`src/rtl/mips_mc_ctrl_if.sv`:
```
// ============================================================================
// Module      : mips_mc_ctrl_if
// Description : Controller <-> datapath/memory bundle for the multi-cycle MIPS
//               controller (instruction fields, flags, memory handshake, selects).
// Revision    : 1.0 - initial release
// ============================================================================
`default_nettype none

interface mips_mc_ctrl_if #(
    parameter int OPCODE_WIDTH   = 6,
    parameter int FUNCT_WIDTH    = 6,
    parameter int ALU_CTRL_WIDTH = 3
);
    logic [OPCODE_WIDTH-1:0]   opcode;
    logic [FUNCT_WIDTH-1:0]    funct;
    logic                      zero;
    logic                      mem_ready;
    logic                      mem_req;
    logic                      mem_we;
    logic                      iord;
    logic                      ir_write;
    logic                      pc_en;
    logic [1:0]                pc_src;
    logic                      alu_src_a;
    logic [2:0]                alu_src_b;
    logic [ALU_CTRL_WIDTH-1:0] alu_ctrl;
    logic                      reg_dst;
    logic                      mem_to_reg;
    logic                      reg_write;
    logic                      illegal;
    logic                      instr_retired;

    modport master (
        input  opcode, funct, zero, mem_ready,
        output mem_req, mem_we, iord, ir_write, pc_en, pc_src, alu_src_a,
               alu_src_b, alu_ctrl, reg_dst, mem_to_reg, reg_write, illegal,
               instr_retired
    );

    modport slave (
        output opcode, funct, zero, mem_ready,
        input  mem_req, mem_we, iord, ir_write, pc_en, pc_src, alu_src_a,
               alu_src_b, alu_ctrl, reg_dst, mem_to_reg, reg_write, illegal,
               instr_retired
    );
endinterface

`default_nettype wire

```
`src/rtl/mips_mc_ctrl.sv`:
```
// ============================================================================
// Module      : mips_mc_ctrl
// Description : Moore main controller for the multi-cycle MIPS datapath with a
//               req/ready memory handshake and explicit illegal-instruction flag.
//               Optional macro MIPS_MC_CTRL_BNE_EN adds bne support.
// Revision    : 1.0 - initial release
// ============================================================================
`default_nettype none

module mips_mc_ctrl #(
    parameter int OPCODE_WIDTH   = 6,
    parameter int FUNCT_WIDTH    = 6,
    parameter int ALU_CTRL_WIDTH = 3
) (
    input  wire logic      clk,
    input  wire logic      rst,
    mips_mc_ctrl_if.master bus
);
    localparam logic [3:0] c_st_reset   = 4'd0;
    localparam logic [3:0] c_st_fetch   = 4'd1;
    localparam logic [3:0] c_st_decode  = 4'd2;
    localparam logic [3:0] c_st_memadr  = 4'd3;
    localparam logic [3:0] c_st_memrd   = 4'd4;
    localparam logic [3:0] c_st_memwb   = 4'd5;
    localparam logic [3:0] c_st_memwr   = 4'd6;
    localparam logic [3:0] c_st_exec    = 4'd7;
    localparam logic [3:0] c_st_aluwb   = 4'd8;
    localparam logic [3:0] c_st_iexec   = 4'd9;
    localparam logic [3:0] c_st_iwb     = 4'd10;
    localparam logic [3:0] c_st_branch  = 4'd11;
    localparam logic [3:0] c_st_jump    = 4'd12;
    localparam logic [3:0] c_st_illegal = 4'd13;

    localparam logic [OPCODE_WIDTH-1:0] c_op_rtype = OPCODE_WIDTH'(6'h00);
    localparam logic [OPCODE_WIDTH-1:0] c_op_j     = OPCODE_WIDTH'(6'h02);
    localparam logic [OPCODE_WIDTH-1:0] c_op_beq   = OPCODE_WIDTH'(6'h04);
    localparam logic [OPCODE_WIDTH-1:0] c_op_bne   = OPCODE_WIDTH'(6'h05);
    localparam logic [OPCODE_WIDTH-1:0] c_op_addi  = OPCODE_WIDTH'(6'h08);
    localparam logic [OPCODE_WIDTH-1:0] c_op_slti  = OPCODE_WIDTH'(6'h0A);
    localparam logic [OPCODE_WIDTH-1:0] c_op_andi  = OPCODE_WIDTH'(6'h0C);
    localparam logic [OPCODE_WIDTH-1:0] c_op_ori   = OPCODE_WIDTH'(6'h0D);
    localparam logic [OPCODE_WIDTH-1:0] c_op_lw    = OPCODE_WIDTH'(6'h23);
    localparam logic [OPCODE_WIDTH-1:0] c_op_sw    = OPCODE_WIDTH'(6'h2B);

    localparam logic [FUNCT_WIDTH-1:0] c_fn_add = FUNCT_WIDTH'(6'h20);
    localparam logic [FUNCT_WIDTH-1:0] c_fn_sub = FUNCT_WIDTH'(6'h22);
    localparam logic [FUNCT_WIDTH-1:0] c_fn_and = FUNCT_WIDTH'(6'h24);
    localparam logic [FUNCT_WIDTH-1:0] c_fn_or  = FUNCT_WIDTH'(6'h25);
    localparam logic [FUNCT_WIDTH-1:0] c_fn_nor = FUNCT_WIDTH'(6'h27);
    localparam logic [FUNCT_WIDTH-1:0] c_fn_slt = FUNCT_WIDTH'(6'h2A);

    localparam logic [ALU_CTRL_WIDTH-1:0] c_alu_add = ALU_CTRL_WIDTH'(0);
    localparam logic [ALU_CTRL_WIDTH-1:0] c_alu_sub = ALU_CTRL_WIDTH'(1);
    localparam logic [ALU_CTRL_WIDTH-1:0] c_alu_and = ALU_CTRL_WIDTH'(2);
    localparam logic [ALU_CTRL_WIDTH-1:0] c_alu_or  = ALU_CTRL_WIDTH'(3);
    localparam logic [ALU_CTRL_WIDTH-1:0] c_alu_slt = ALU_CTRL_WIDTH'(4);
    localparam logic [ALU_CTRL_WIDTH-1:0] c_alu_nor = ALU_CTRL_WIDTH'(5);

    localparam logic [2:0] c_srcb_reg  = 3'd0;
    localparam logic [2:0] c_srcb_four = 3'd1;
    localparam logic [2:0] c_srcb_sext = 3'd2;
    localparam logic [2:0] c_srcb_sxsh = 3'd3;
    localparam logic [2:0] c_srcb_zext = 3'd4;

    logic [3:0]                r_state;
    logic [3:0]                w_next;
    logic                      w_funct_ok;
    logic [ALU_CTRL_WIDTH-1:0] w_funct_alu;

    logic                      w_mem_req;
    logic                      w_mem_we;
    logic                      w_iord;
    logic                      w_ir_write;
    logic                      w_pc_en;
    logic [1:0]                w_pc_src;
    logic                      w_alu_src_a;
    logic [2:0]                w_alu_src_b;
    logic [ALU_CTRL_WIDTH-1:0] w_alu_ctrl;
    logic                      w_reg_dst;
    logic                      w_mem_to_reg;
    logic                      w_reg_write;
    logic                      w_illegal;
    logic                      w_instr_retired;

    always_comb begin
        w_funct_ok  = 1'b1;
        w_funct_alu = c_alu_add;
        case (bus.funct)
            c_fn_add: w_funct_alu = c_alu_add;
            c_fn_sub: w_funct_alu = c_alu_sub;
            c_fn_and: w_funct_alu = c_alu_and;
            c_fn_or:  w_funct_alu = c_alu_or;
            c_fn_nor: w_funct_alu = c_alu_nor;
            c_fn_slt: w_funct_alu = c_alu_slt;
            default:  w_funct_ok  = 1'b0;
        endcase
    end

    always_comb begin
        w_next = r_state;
        case (r_state)
            c_st_reset:  w_next = c_st_fetch;
            c_st_fetch:  if (bus.mem_ready) w_next = c_st_decode;
            c_st_decode: begin
                case (bus.opcode)
                    c_op_rtype:                  w_next = c_st_exec;
                    c_op_lw, c_op_sw:            w_next = c_st_memadr;
                    c_op_beq:                    w_next = c_st_branch;
`ifdef MIPS_MC_CTRL_BNE_EN
                    c_op_bne:                    w_next = c_st_branch;
`endif
                    c_op_addi, c_op_slti,
                    c_op_andi, c_op_ori:         w_next = c_st_iexec;
                    c_op_j:                      w_next = c_st_jump;
                    default:                     w_next = c_st_illegal;
                endcase
            end
            c_st_exec:   w_next = w_funct_ok ? c_st_aluwb : c_st_illegal;
            c_st_iexec:  w_next = c_st_iwb;
            c_st_memadr: w_next = (bus.opcode == c_op_sw) ? c_st_memwr : c_st_memrd;
            c_st_memrd:  if (bus.mem_ready) w_next = c_st_memwb;
            c_st_memwr:  if (bus.mem_ready) w_next = c_st_fetch;
            c_st_aluwb, c_st_iwb, c_st_memwb,
            c_st_branch, c_st_jump, c_st_illegal: w_next = c_st_fetch;
            default:     w_next = c_st_reset;
        endcase
    end

    always_ff @(posedge clk) begin
        if (rst) r_state <= c_st_reset;
        else     r_state <= w_next;
    end

    // Moore decode; mem_ready only qualifies the accept cycle of FETCH/MEMWR,
    // and zero only gates pc_en in BRANCH.
    always_comb begin
        w_mem_req       = 1'b0;
        w_mem_we        = 1'b0;
        w_iord          = 1'b0;
        w_ir_write      = 1'b0;
        w_pc_en         = 1'b0;
        w_pc_src        = 2'd0;
        w_alu_src_a     = 1'b0;
        w_alu_src_b     = c_srcb_reg;
        w_alu_ctrl      = c_alu_add;
        w_reg_dst       = 1'b0;
        w_mem_to_reg    = 1'b0;
        w_reg_write     = 1'b0;
        w_illegal       = 1'b0;
        w_instr_retired = 1'b0;
        case (r_state)
            c_st_fetch: begin
                w_mem_req   = 1'b1;
                w_alu_src_b = c_srcb_four;
                w_ir_write  = bus.mem_ready;
                w_pc_en     = bus.mem_ready;
            end
            c_st_decode: w_alu_src_b = c_srcb_sxsh;
            c_st_exec: begin
                w_alu_src_a = 1'b1;
                w_alu_ctrl  = w_funct_alu;
            end
            c_st_aluwb: begin
                w_reg_dst       = 1'b1;
                w_reg_write     = 1'b1;
                w_instr_retired = 1'b1;
            end
            c_st_iexec: begin
                w_alu_src_a = 1'b1;
                case (bus.opcode)
                    c_op_addi: w_alu_src_b = c_srcb_sext;
                    c_op_slti: begin
                        w_alu_src_b = c_srcb_sext;
                        w_alu_ctrl  = c_alu_slt;
                    end
                    c_op_andi: begin
                        w_alu_src_b = c_srcb_zext;
                        w_alu_ctrl  = c_alu_and;
                    end
                    c_op_ori: begin
                        w_alu_src_b = c_srcb_zext;
                        w_alu_ctrl  = c_alu_or;
                    end
                    default: w_alu_src_b = c_srcb_sext;
                endcase
            end
            c_st_iwb: begin
                w_reg_write     = 1'b1;
                w_instr_retired = 1'b1;
            end
            c_st_memadr: begin
                w_alu_src_a = 1'b1;
                w_alu_src_b = c_srcb_sext;
            end
            c_st_memrd: begin
                w_mem_req = 1'b1;
                w_iord    = 1'b1;
            end
            c_st_memwb: begin
                w_mem_to_reg    = 1'b1;
                w_reg_write     = 1'b1;
                w_instr_retired = 1'b1;
            end
            c_st_memwr: begin
                w_mem_req       = 1'b1;
                w_mem_we        = 1'b1;
                w_iord          = 1'b1;
                w_instr_retired = bus.mem_ready;
            end
            c_st_branch: begin
                w_alu_src_a     = 1'b1;
                w_alu_ctrl      = c_alu_sub;
                w_pc_src        = 2'd1;
                w_instr_retired = 1'b1;
`ifdef MIPS_MC_CTRL_BNE_EN
                w_pc_en = (bus.opcode == c_op_bne) ? ~bus.zero : bus.zero;
`else
                w_pc_en = bus.zero;
`endif
            end
            c_st_jump: begin
                w_pc_src        = 2'd2;
                w_pc_en         = 1'b1;
                w_instr_retired = 1'b1;
            end
            c_st_illegal: w_illegal = 1'b1;
            default: ;
        endcase
        // Reset silences the controller immediately, including an in-flight request.
        if (rst) begin
            w_mem_req       = 1'b0;
            w_mem_we        = 1'b0;
            w_iord          = 1'b0;
            w_ir_write      = 1'b0;
            w_pc_en         = 1'b0;
            w_pc_src        = 2'd0;
            w_alu_src_a     = 1'b0;
            w_alu_src_b     = c_srcb_reg;
            w_alu_ctrl      = c_alu_add;
            w_reg_dst       = 1'b0;
            w_mem_to_reg    = 1'b0;
            w_reg_write     = 1'b0;
            w_illegal       = 1'b0;
            w_instr_retired = 1'b0;
        end
    end

    assign bus.mem_req       = w_mem_req;
    assign bus.mem_we        = w_mem_we;
    assign bus.iord          = w_iord;
    assign bus.ir_write      = w_ir_write;
    assign bus.pc_en         = w_pc_en;
    assign bus.pc_src        = w_pc_src;
    assign bus.alu_src_a     = w_alu_src_a;
    assign bus.alu_src_b     = w_alu_src_b;
    assign bus.alu_ctrl      = w_alu_ctrl;
    assign bus.reg_dst       = w_reg_dst;
    assign bus.mem_to_reg    = w_mem_to_reg;
    assign bus.reg_write     = w_reg_write;
    assign bus.illegal       = w_illegal;
    assign bus.instr_retired = w_instr_retired;

endmodule

`default_nettype wire

```
`src/flat_wrapper.sv`:
```
// flat-port wrapper written by rule: the top's interface ports become plain ports
module mips_mc_ctrl_flat 
#(
    parameter int OPCODE_WIDTH   = 6,
    parameter int FUNCT_WIDTH    = 6,
    parameter int ALU_CTRL_WIDTH = 3
)
  (clk, rst, bus_opcode, bus_funct, bus_zero, bus_mem_ready, bus_mem_req, bus_mem_we, bus_iord, bus_ir_write, bus_pc_en, bus_pc_src, bus_alu_src_a, bus_alu_src_b, bus_alu_ctrl, bus_reg_dst, bus_mem_to_reg, bus_reg_write, bus_illegal, bus_instr_retired);
  mips_mc_ctrl_if #(.OPCODE_WIDTH(OPCODE_WIDTH), .FUNCT_WIDTH(FUNCT_WIDTH), .ALU_CTRL_WIDTH(ALU_CTRL_WIDTH)) bus_i ();
  input  wire logic clk;
  input  wire logic rst;
  input wire logic [$bits(bus_i.opcode)-1:0] bus_opcode;
  input wire logic [$bits(bus_i.funct)-1:0] bus_funct;
  input wire logic [$bits(bus_i.zero)-1:0] bus_zero;
  input wire logic [$bits(bus_i.mem_ready)-1:0] bus_mem_ready;
  output wire logic [$bits(bus_i.mem_req)-1:0] bus_mem_req;
  output wire logic [$bits(bus_i.mem_we)-1:0] bus_mem_we;
  output wire logic [$bits(bus_i.iord)-1:0] bus_iord;
  output wire logic [$bits(bus_i.ir_write)-1:0] bus_ir_write;
  output wire logic [$bits(bus_i.pc_en)-1:0] bus_pc_en;
  output wire logic [$bits(bus_i.pc_src)-1:0] bus_pc_src;
  output wire logic [$bits(bus_i.alu_src_a)-1:0] bus_alu_src_a;
  output wire logic [$bits(bus_i.alu_src_b)-1:0] bus_alu_src_b;
  output wire logic [$bits(bus_i.alu_ctrl)-1:0] bus_alu_ctrl;
  output wire logic [$bits(bus_i.reg_dst)-1:0] bus_reg_dst;
  output wire logic [$bits(bus_i.mem_to_reg)-1:0] bus_mem_to_reg;
  output wire logic [$bits(bus_i.reg_write)-1:0] bus_reg_write;
  output wire logic [$bits(bus_i.illegal)-1:0] bus_illegal;
  output wire logic [$bits(bus_i.instr_retired)-1:0] bus_instr_retired;
  assign bus_i.opcode = bus_opcode;
  assign bus_i.funct = bus_funct;
  assign bus_i.zero = bus_zero;
  assign bus_i.mem_ready = bus_mem_ready;
  assign bus_mem_req = bus_i.mem_req;
  assign bus_mem_we = bus_i.mem_we;
  assign bus_iord = bus_i.iord;
  assign bus_ir_write = bus_i.ir_write;
  assign bus_pc_en = bus_i.pc_en;
  assign bus_pc_src = bus_i.pc_src;
  assign bus_alu_src_a = bus_i.alu_src_a;
  assign bus_alu_src_b = bus_i.alu_src_b;
  assign bus_alu_ctrl = bus_i.alu_ctrl;
  assign bus_reg_dst = bus_i.reg_dst;
  assign bus_mem_to_reg = bus_i.mem_to_reg;
  assign bus_reg_write = bus_i.reg_write;
  assign bus_illegal = bus_i.illegal;
  assign bus_instr_retired = bus_i.instr_retired;
  mips_mc_ctrl #(.OPCODE_WIDTH(OPCODE_WIDTH), .FUNCT_WIDTH(FUNCT_WIDTH), .ALU_CTRL_WIDTH(ALU_CTRL_WIDTH)) u_core (.clk(clk), .rst(rst), .bus(bus_i));
endmodule
```
`config.mk`:
```
export PLATFORM = sky130hd
export DESIGN_NAME = mips_mc_ctrl_flat
export DESIGN_NICKNAME = d
export VERILOG_FILES = /design/src/rtl/mips_mc_ctrl_if.sv /design/src/rtl/mips_mc_ctrl.sv /design/src/flat_wrapper.sv
export SDC_FILE = /design/constraint.sdc
export NUM_CORES = 1
export LEC_CHECK = 0
export ABC_AREA = 1
export CORE_MARGIN = 3
export CORE_UTILIZATION = 43
export CTS_CLUSTER_SIZE = 8
export DETAILED_ROUTE_END_ITERATION = 16
export PLACE_DENSITY = 0.95
export SYNTH_ARGS = -nofsm -noshare
export SYNTH_HDL_FRONTEND = slang
export SYNTH_SLANG_ARGS = --single-unit
```
`constraint.sdc`:
```
create_clock -name clk -period 3.7 [get_ports clk]
set_clock_uncertainty 0.2 [all_clocks]
set_input_delay 0.555 -clock clk [delete_from_list [all_inputs] [get_ports clk]]
set_output_delay 0.555 -clock clk [all_outputs]
set_load 0.01 [all_outputs]
```
==> results.tsv, run 1 <==
stage	metric	value	unit
status	status	completed	
global_routing	gr usage total	0.2082	
yosys	most frequent cells after synthesis	nand2_1 (40), nor2_1 (29), inv_1 (24), nand3_1 (17), a21oi_1 (10)	
final_layout	layout cell share with drive strength beyond 1	0.06011	
final_layout	Top Registers	u_core.r_state x4	
placed_design	detailed placement HPWL	1849	um
final_layout	Core Util, Final	0.7159	
floorplan	Die Ht	47.15	um
yosys	Syn Nets	164	
clock_tree	CTS Hold Bufs	0	
worst_setup_path	largest fanout on the critical path	5	
route	routed len/inst	11.15	um
yosys	largest area contributor in the netlist	nand2_1	
yosys	Synth Area in Compound Gates	0.1443	
yosys	Post-synth EDFFs	0	
hold_path	Min-Delay Path Depth	2	
timing	RSZ-0062 raised after global routing	false	
clock_tree	setup repair bufs after CTS	0	
floorplan	die width	47.15	um
worst_setup_path	CP Data Arrival Time	2.45	ns
route	via/cell ratio	5.432	
yosys	fraction of the mapped netlist area in simple logic gates	0.6065	
hold_path	min-delay src	u_core.r_state[2]$_SDFFE_PP0P_	
yosys	share of the synthesized area in the top cell type	0.2062	
timing	Final setup viols	0	
timing	setup_tns	0	ns
yosys	fraction of synthesized area in multiplexers	0	
final_layout	antenna cells	0	
yosys	Synth Flop Type	dfxtp_1	
worst_setup_path	CP Launch Type	primary input	
route	Pre-antenna DRT Iters	4	
clock_tree	Post-CTS Resized	0	
clock_tree	cts bufs inserted	3	
timing	Fmax	312.4	MHz
worst_setup_path	Worst Setup End Kind	output pin	
yosys	YS warnings	0	
clock_tree	Skew-Pair Late Insertion Delay	0.23	ns
yosys	largest family of logic cells by synthesized area	simple AND/OR/NAND/NOR gates	
yosys	largest cells by area after synthesis	nand2_1 (21%), nor2_1 (15%), inv_1 (12%)	
placed_design	Post-Place Worst Slack	0.5078	ns
pwr	Pleak	0.4902	nW
timing	final hold viol count	0	
floorplan	CORE AREA	1541	um2
floorplan	DIE AREA	2223	um2
yosys	asr flop ratio synth	0	
yosys	post-synth cell types	20	
timing	Pins Over Slew Limit	0	
global_routing	first-pass GRT wire length	3422	um
clock_tree	Sink Count	4	
hold_path	hold crit path type	reg -> reg	
final_layout	largest register by flop count	u_core.r_state	
route	via count	1081	
yosys	Syn Inst Count	148	
final_layout	max reg flops	4	
timing	Tightest Pin Transition	0.6910	ns
placed_design	I/O Buffers	34	
pwr	Pwr Total	0.4166	mW
timing	crit share post-route	0.8650	
pwr	Peak VDD IR	0.0003690	V
worst_setup_path	crit path launch	bus_opcode[5]	
yosys	post-synthesis adder-cell area fraction	0	
floorplan	Initial Util	0.4724	
route	antenna viol nets, final	0	
worst_setup_path	Setup CP Type	in -> out	
floorplan	# IOs	35	
worst_setup_path	Reg2Reg Depth	8	
global_routing	total grt overflow	0	
yosys	XOR/XNOR share of the synthesized area	0	
worst_setup_path	RR Startpoint	u_core.r_state[1]$_SDFFE_PP0P_	
clock_tree	Clk pin slew, worst setup/hold paths	0.03	ns
clock_tree	Bufs on Longest Clock Path	2	
timing	setup ws final	0.4993	ns
route	1st-iter DRT viols	36	
global_routing	pin count of the biggest net entering global routing	21	
clock_tree	CTS tree	built	
yosys	Post-Syn Area	728.2	um2
timing	worst hold slack	0.3709	ns
run	max_cap viols	0	
global_routing	vias in the first global route	903	
pwr	total power per unit cell area	377.5	nW/um2
clock_tree	H-tree depth	1	
yosys	count leader, synth	nand2_1	
clock_tree	Root Driver	clkbuf_4	
timing	min cycle time layout	3.201	ns
global_routing	initial antenna violation count	0	
final_layout	Fillers	143	
yosys	syn avg cell area	4.920	um2
final_layout	synth-to-layout area growth	51.55	%
placed_design	GP Congestion	0.8606	
yosys	FF+latch count, synth	4	
yosys	sequential element share of the synthesized area	0.1100	
route	DRC violations left	0	
timing	Slew Limit Headroom	0.5379	
final_layout	nets@finish	201	
route	drt total wl	2218	um
floorplan	number of core rows	14	
worst_setup_path	CP required	2.94	ns
## layout by cell type (no fill, tap or decap), drive strengths merged
master         netlist  layout
nor2                32      32
a211oi               1       1
nand2               42      42
dfxtp                4       4
clkbuf               2       3
nor3                 4       4
nand3               17      17
o32ai                1       1
clkdlybuf4s50        0      34
a31oi                1       1
inv                 25      25
a21oi               11      11
a41oi                1       1
nand3b               1       1
nor4                 3       3
o21ai                3       3
## kinds of logic after synthesis
logic type             count (synthesis)
buffers and inverters                 27
AO/OA/AOI/OAI                         18
AND/OR/NAND/NOR                       99
flip-flops                             4
## critical path, cell delays in order
cell	delay [ns]
clkdlybuf4s50_1	0.45
nor2_4	0.17
inv_1	0.07
nor2_1	0.14
inv_1	0.08
nor3_2	0.13
nand2_1	0.08
nand2_1	0.06
a21oi_1	0.04
nor2_1	0.10
clkdlybuf4s50_1	0.55
## per-layer routing
metal / up-vias / global-route usage / wire, um
li1: 544 / - / -
met1: 476 / 0.2449 / 892
met2: 59 / 0.3848 / 1095
met3: 2 / 0.03448 / 215
met4: 0 / 0.05525 / 14
met5: - / 0 / 0
## area by class of cell
cell class | instances | area [um2] | area share
clock buffer | 3 | 22.52 | 0.02041
inverter | 25 | 93.84 | 0.08503
multi-input combinational | 117 | 546.8 | 0.4955
sequential | 4 | 80.08 | 0.07256
tap | 16 | 20.02 | 0.01814
timing repair buffer | 34 | 340.3 | 0.3084
## path summary, 6_finish.rpt
| kind | endpoint | slack [ns] |
|---|---|---|
| hold reg to reg | u_core.r_state[2]$_SDFFE_PP0P_ | 0.37 |
| setup / recovery | bus_alu_ctrl[0] | 0.50 |
| hold / removal | u_core.r_state[2]$_SDFFE_PP0P_ | 0.37 |
| setup reg to reg | u_core.r_state[2]$_SDFFE_PP0P_ | 2.16 |
## stage by stage
| step | cells | cell area (um2) |
|---|---|---|
| final | 199 | 1104 |
| after global routing | 199 | 1104 |
| after CTS | 199 | 1104 |
| after detailed placement | 196 | 1081 |
| after global placement | 196 | 1081 |
| after floorplan | 148 | 728.2 |
## where the power goes
group          switching, mW  internal [mW]
Combinational          0.169          0.116
Sequential            0.0210         0.0583
Clock                 0.0161         0.0361
Total                  0.207          0.210
Power figures use the tool's default switching activity.
==> run 2, diff against run 1 <==
Settings changed: CORE_MARGIN 3 to 2.
==> run 2 against run 1 <==
Effect of this change:
- fmax hardly changed
- final area increased by 0.68%
- sequential share of layout area barely moved
- flip-flop and latch count unchanged
- non-clock buffer count rose by 1
- total power up 0.22%
- hold slack worse by 0.0083 ns
- final cell count grew 0.50%
- critical path depth is the same
- first-iteration DRC count up 56%
- critical path type unchanged
- critical endpoint unchanged
- largest cell class unchanged
==> results.tsv, run 2 (synthesis gave the netlist of run 1 again) <==
stage	metric	value	unit	change
status	status	completed		
placed_design	detailed placement HPWL	1862	um	+0.68%
global_routing	first-pass GRT wire length	3808	um	+11%
final_layout	most frequent cells in the layout	nand2_1 (40), clkdlybuf4s50_1 (34), nor2_1 (29)		
clock_tree	CTS tree	built		
timing	RSZ-0062 raised after global routing	false		
route	Pre-antenna DRT Iters	4		unchanged
route	drt total wl	2210	um	-0.36%
timing	setup_tns	0	ns	unchanged
final_layout	nets@finish	202		+0.50%
worst_setup_path	slowest CP cell	clkdlybuf4s50_1		
final_layout	max reg flops	4		unchanged
route	antenna viol nets, final	0		unchanged
floorplan	DIE AREA	2039	um2	-8.3%
global_routing	met1 Track Usage GR	0.3084		+0.06354
timing	min cycle time layout	3.204	ns	+0.003191 ns
route	via/cell ratio	5.420		-0.22%
clock_tree	Clk pin slew, worst setup/hold paths	0.03	ns	about the same
run	max_cap viols	0		unchanged
floorplan	die width	45.15	um	-4.2%
worst_setup_path	reg2reg setup slack	2.20	ns	+0.04 ns
worst_setup_path	CP required	2.94	ns	about the same
timing	Pins Over Slew Limit	0		unchanged
clock_tree	Skew-Pair Late Insertion Delay	0.23	ns	about the same
floorplan	Initial Util	0.4724		unchanged
global_routing	pin count of the biggest net entering global routing	18		-14%
final_layout	largest register by flop count	u_core.r_state		
hold_path	hold crit path type	reg -> reg		
timing	Final setup viols	0		unchanged
route	1st-iter DRT viols	56		+56%
final_layout	Fillers	135		-5.6%
floorplan	number of core rows	14		unchanged
final_layout	layout cell share with drive strength beyond 1	0.06522		+0.005108
placed_design	GP Congestion	0.8959		+4.1%
clock_tree	CTS Hold Bufs	0		unchanged
global_routing	GRT Max-Usage Layer	met2		
placed_design	I/O Buffers	34		unchanged
clock_tree	Root Driver	clkbuf_4		
route	routed len/inst	11.05	um	-0.86%
timing	worst hold slack	0.3626	ns	-0.008332 ns
worst_setup_path	largest fanout on the critical path	5		unchanged
route	via count	1084		+0.28%
timing	Fmax	312.1	MHz	about the same
clock_tree	setup repair bufs after CTS	0		unchanged
pwr	total power per unit cell area	375.8	nW/um2	-0.46%
global_routing	met2 Usage GRT	0.4343		+0.04946
final_layout	synth-to-layout area growth	52.58	%	
floorplan	CORE AREA	1541	um2	unchanged
global_routing	global routing usage on met3	0.06000		+0.02552
clock_tree	Bufs on Longest Clock Path	2		unchanged
global_routing	initial antenna violation count	0		unchanged
timing	final hold viol count	0		unchanged
clock_tree	Post-CTS Resized	0		unchanged
timing	Slew Limit Headroom	0.6150		+0.07706
clock_tree	H-tree depth	1		unchanged
worst_setup_path	CP Data Arrival Time	2.45	ns	about the same
worst_setup_path	CP top delay family	buffers and inverters		
final_layout	Top Registers	u_core.r_state x4		
route	DRC violations left	0		unchanged
worst_setup_path	max incr delay on CP	0.55	ns	about the same
global_routing	total grt overflow	0		unchanged
floorplan	# IOs	35		unchanged
timing	Tightest Pin Transition	0.5758	ns	-0.1152 ns
worst_setup_path	Setup CP Type	in -> out		
clock_tree	Sink Count	4		unchanged
final_layout	commonest non-fill, non-tap cell in the layout	nand2_1		
floorplan	Die Ht	45.15	um	-4.2%
global_routing	vias in the first global route	966		+7.0%
worst_setup_path	worst path cell trace	clkdlybuf4s50_1 -> nor2_4 -> inv_1 -> nor2_1 -> inv_1 -> nor3_2 -> nand2_1 -> nand2_1 -> a21oi_1 -> nor2_1 -> clkdlybuf4s50_1		
global_routing	gr usage total	0.2434		+0.03524
clock_tree	cts bufs inserted	3		unchanged
worst_setup_path	Buf/Inv on CP	4		unchanged
worst_setup_path	Worst Setup End Kind	output pin		
timing	crit share post-route	0.8659		about the same
pwr	Pleak	0.4950	nW	+0.98%
final_layout	antenna cells	0		unchanged
pwr	Peak VDD IR	0.0004606	V	+25%
worst_setup_path	CP Launch Type	primary input		
[run 2: changes by cell type in the layout (fill, tap and decap cells not counted), sizes merged]
| cell | delta |
|---|---|
| buf | +1 |
[run 2: path summary, 6_finish.rpt]
kind,cells past startpoint,from,end
worst max-delay path,11,bus_opcode[5],bus_alu_ctrl[0]
worst min-delay path,2,u_core.r_state[2]$_SDFFE_PP0P_,u_core.r_state[2]$_SDFFE_PP0P_
worst max register to register,7,u_core.r_state[0]$_SDFFE_PP0P_,u_core.r_state[0]$_SDFFE_PP0P_
worst min register to register,2,u_core.r_state[2]$_SDFFE_PP0P_,u_core.r_state[2]$_SDFFE_PP0P_
[run 2: per-layer routing]
layer / vias to the layer above / part of all wire / wire (um)
li1: 546 / - / -
met1: 483 / 0.42 / 924
met2: 53 / 0.50 / 1108
met3: 2 / 0.078 / 173
met4: 0 / 0.0018 / 4
met5: - / 0 / 0
[run 2: power by group]
part	leakage, nW	internal [mW]	switching, mW
Clock	0.0138	0.0361	0.0151
Combinational	0.448	0.116	0.170
Sequential	0.0328	0.0582	0.0221
[run 2: area by class of cell]
class | instances | area, um2 | share of cell area
clock buffer | 3 | 22.52 | 0.02027
inverter | 25 | 93.84 | 0.08446
multi-input combinational | 117 | 546.8 | 0.4921
sequential | 4 | 80.08 | 0.07207
tap | 16 | 20.02 | 0.01802
timing repair buffer | 35 | 347.8 | 0.3131
[run 2: per-stage QoR]
step | power, mW | instances | utilization | setup WS [ns] | area [um2]
after global placement | 0.3548 | 197 | 0.7062 | 0.5912 | 1089
after floorplan | 0.2582 | 148 | - | 1.596 | 728.2
after global routing | 0.4577 | 200 | 0.7208 | 0.3128 | 1111
after detailed placement | 0.3615 | 197 | 0.7062 | 0.5045 | 1089
after CTS | 0.4168 | 200 | 0.7208 | 0.5003 | 1111
final | 0.4175 | 200 | 0.7208 | 0.4962 | 1111
[run 2: worst register-to-register path, cell delays in order (launching register included)]
cell,delay (ns)
dfxtp_1,0.35
inv_1,0.17
nand2_1,0.16
nor2_4,0.19
o21ai_0,0.10
nand3_1,0.10
nand2_1,0.06
a21oi_1,0.11
==> run 3, diff against run 2 <==
Settings changed: ABC_AREA 1 to not set, CORE_UTILIZATION 43 to 46, CTS_BUF_LIST set to sky130_fd_sc_hd__clkbuf_4 sky130_fd_sc_hd__clkbuf_8, SLEW_MARGIN set to 15.
==> run 3 against run 2 <==
Effect of this change:
- die area is 2.4% lower
- total power down 40%
- clock-buffer cell count stayed put
- global-route usage up 1.1 points
- utilization rose by 0.42 points
==> results.tsv, run 3 <==
stage	metric	value	unit	change
floorplan	number of core rows	14		unchanged
yosys	syn avg cell area	6.115	um2	+24%
worst_setup_path	CP Data Arrival Time	2.53	ns	+0.08 ns
timing	setup_tns	0	ns	unchanged
pwr	total power per unit cell area	228.1	nW/um2	-39%
clock_tree	H-tree depth	1		unchanged
worst_setup_path	Worst Setup End Kind	output pin		
global_routing	vias in the first global route	988		+2.3%
floorplan	Initial Util	0.4975		+0.02513
timing	crit share post-route	0.8877		+0.02184
worst_setup_path	RR Startpoint	u_core.r_state[0]$_SDFFE_PP0P_		
worst_setup_path	reg2reg setup slack	1.89	ns	-0.31 ns
route	via count	1046		-3.5%
final_layout	Top Registers	u_core.r_state x4		
hold_path	hold crit path type	reg -> reg		
yosys	largest area contributor in the netlist	nor2_1		
floorplan	Die Ht	44.60	um	-1.2%
timing	min cycle time layout	3.285	ns	+0.08079 ns
yosys	Syn Inst Count	124		-16%
floorplan	die width	44.60	um	-1.2%
yosys	Post-Syn Area	758.2	um2	+4.1%
route	antenna viol nets, final	0		unchanged
clock_tree	Post-CTS Resized	0		unchanged
route	highest routed layer	met4		
route	Met3 Wirelength	195	um	+13%
final_layout	max reg flops	4		unchanged
final_layout	largest register by flop count	u_core.r_state		
route	1st-iter DRT viols	58		+3.6%
route	routed len/inst	13.41	um	+21%
final_layout	antenna cells	0		unchanged
clock_tree	Root Driver	clkbuf_4		
timing	final hold viol count	0		unchanged
hold_path	min-delay src	u_core.r_state[1]$_SDFFE_PP0P_		
floorplan	CORE AREA	1524	um2	-1.1%
floorplan	# IOs	35		unchanged
worst_setup_path	Reg2Reg Capture Point	u_core.r_state[0]$_SDFFE_PP0P_		
placed_design	Post-Place Worst Slack	0.4347	ns	-0.06984 ns
timing	Final setup viols	0		unchanged
worst_setup_path	CP required	2.94	ns	about the same
yosys	sequential element share of the synthesized area	0.1056		-0.004355
timing	Tightest Pin Transition	0.5834	ns	+0.007646 ns
worst_setup_path	crit path launch	rst		
final_layout	synth-to-layout area growth	45.71	%	
placed_design	GP Congestion	0.8852		-1.2%
yosys	YS warnings	0		unchanged
worst_setup_path	Setup CP Type	in -> out		
hold_path	Min-Delay Path Depth	2		unchanged
clock_tree	Bufs on Longest Clock Path	2		unchanged
route	Pre-antenna DRT Iters	4		unchanged
yosys	Syn Nets	140		-15%
route	DRT met1 WL	919	um	-0.54%
run	max_cap viols	0		unchanged
pwr	Peak VDD IR	0.0002642	V	-43%
global_routing	total grt overflow	0		unchanged
global_routing	gr usage total	0.2548		+0.01135
placed_design	I/O Buffers	34		unchanged
timing	RSZ-0062 raised after global routing	false		
worst_setup_path	Reg2Reg Depth	5		-2
clock_tree	Clk pin slew, worst setup/hold paths	0.03	ns	about the same
yosys	Synth Flop Type	dfxtp_1		
global_routing	first-pass GRT wire length	3988	um	+4.7%
timing	Slew Limit Headroom	0.6105		-0.004427
final_layout	commonest non-fill, non-tap cell in the layout	clkdlybuf4s50_1		
yosys	count leader, synth	nor2_1		
placed_design	detailed placement HPWL	1773	um	-4.8%
route	drt total wl	2280	um	+3.2%
yosys	most frequent cells after synthesis	nor2_1 (22), nand2b_1 (11), nand2_1 (10), a21oi_1 (7), nor3_1 (7)		
final_layout	nets@finish	172		-15%
route	DRC violations left	0		unchanged
pwr	Pleak	0.3698	nW	-25%
hold_path	Hold Path Sink	u_core.r_state[3]$_SDFFE_PP0P_		
clock_tree	Skew-Pair Late Insertion Delay	0.22	ns	about the same
floorplan	DIE AREA	1989	um2	-2.4%
clock_tree	cts bufs inserted	3		unchanged
yosys	post-synth cell types	39		+95%
yosys	FF+latch count, synth	4		unchanged
yosys	Post-synth EDFFs	0		unchanged
yosys	largest cells by area after synthesis	nor2_1 (11%), dfxtp_1 (11%), nand2b_1 (9.1%)		
clock_tree	setup repair bufs after CTS	0		unchanged
yosys	asr flop ratio synth	0		unchanged
timing	Pins Over Slew Limit	0		unchanged
timing	setup ws final	0.4154	ns	-0.08079 ns
route	metal2 WL	1157	um	+4.4%
clock_tree	CTS tree	built		
clock_tree	CTS Hold Bufs	0		unchanged
final_layout	most frequent cells in the layout	clkdlybuf4s50_1 (34), nor2_1 (22), nand2b_1 (11)		
clock_tree	Sink Count	4		unchanged
worst_setup_path	largest fanout on the critical path	13		+8
route	via/cell ratio	6.153		+14%
worst_setup_path	CP Launch Type	primary input		
final_layout	layout cell share with drive strength beyond 1	0.05844		-0.006776
global_routing	initial antenna violation count	0		unchanged
yosys	share of the synthesized area in the top cell type	0.1089		-0.09727
status	status	completed		
global_routing	pin count of the biggest net entering global routing	22		+4
timing	Fmax	304.4	MHz	-2.5%
[run 3: changes by cell type after synthesis, sizes merged, moves of 4 or more]
cell	change
nand3	-14
a21oi	-4
nor2	-10
buf	+6
nand2b	+11
inv	-21
nand2	-31
[run 3: kinds of logic after synthesis]
kind of cell,after synthesis,synth area share
buffers and inverters,12,0.07755
DFF,4,0.1056
AOI/OAI and AO/OA,36,0.3218
muxes,2,0.02805
and+or+nand+nor,70,0.4670
[run 3: layout make-up]
cell class | count | area [um2]
Tap cell | 16 | 20.02
Inverter | 4 | 15.01
Fill cell | 132 | 419.2
Sequential cell | 4 | 80.08
Timing Repair Buffer | 35 | 347.8
Multi-Input combinational cell | 108 | 619.3
Clock buffer | 3 | 22.52
[run 3: per-stage QoR]
stage	hold WS [ns]	power, mW	cell area [um2]	util	cells
CTS	0.3605	0.2525	1105	0.7250	170
global route	0.4101	0.2726	1105	0.7250	170
global placement	0.3670	0.1956	1082	0.7102	167
detailed placement	0.3560	0.1997	1082	0.7102	167
floorplan	0.3403	0.1476	758.2	-	124
finish	0.3585	0.2520	1105	0.7250	170
[run 3: where the power goes]
part	switching, mW	internal, mW	leakage (nW)
combinational	0.0700	0.0652	0.323
sequential	0.0175	0.0489	0.0328
clock	0.0144	0.0361	0.0138
[run 3: worst max path at each step]
stage / slack (ns) / cells past startpoint / endpoint
after floorplan: 1.48 / 4 / bus_pc_en
after global placement: 0.51 / 5 / bus_pc_en
after detailed placement: 0.43 / 5 / bus_pc_en
after CTS: 0.42 / 5 / bus_pc_en
after global routing: 0.32 / 5 / bus_pc_en
final: 0.42 / 5 / bus_pc_en
[run 3: worst max-delay path, stage by stage]
cell             delay (ns)
clkdlybuf4s50_1        0.62
or2_1                  0.39
nor3_1                 0.26
o21bai_1               0.15
clkdlybuf4s50_1        0.55
[run 3: routing by layer]
metal | global-route usage | vias to the layer above
li1 | - | 517
met1 | 0.3090 | 466
met2 | 0.4638 | 61
met3 | 0.04082 | 2
met4 | 0.05455 | 0
met5 | 0 | -
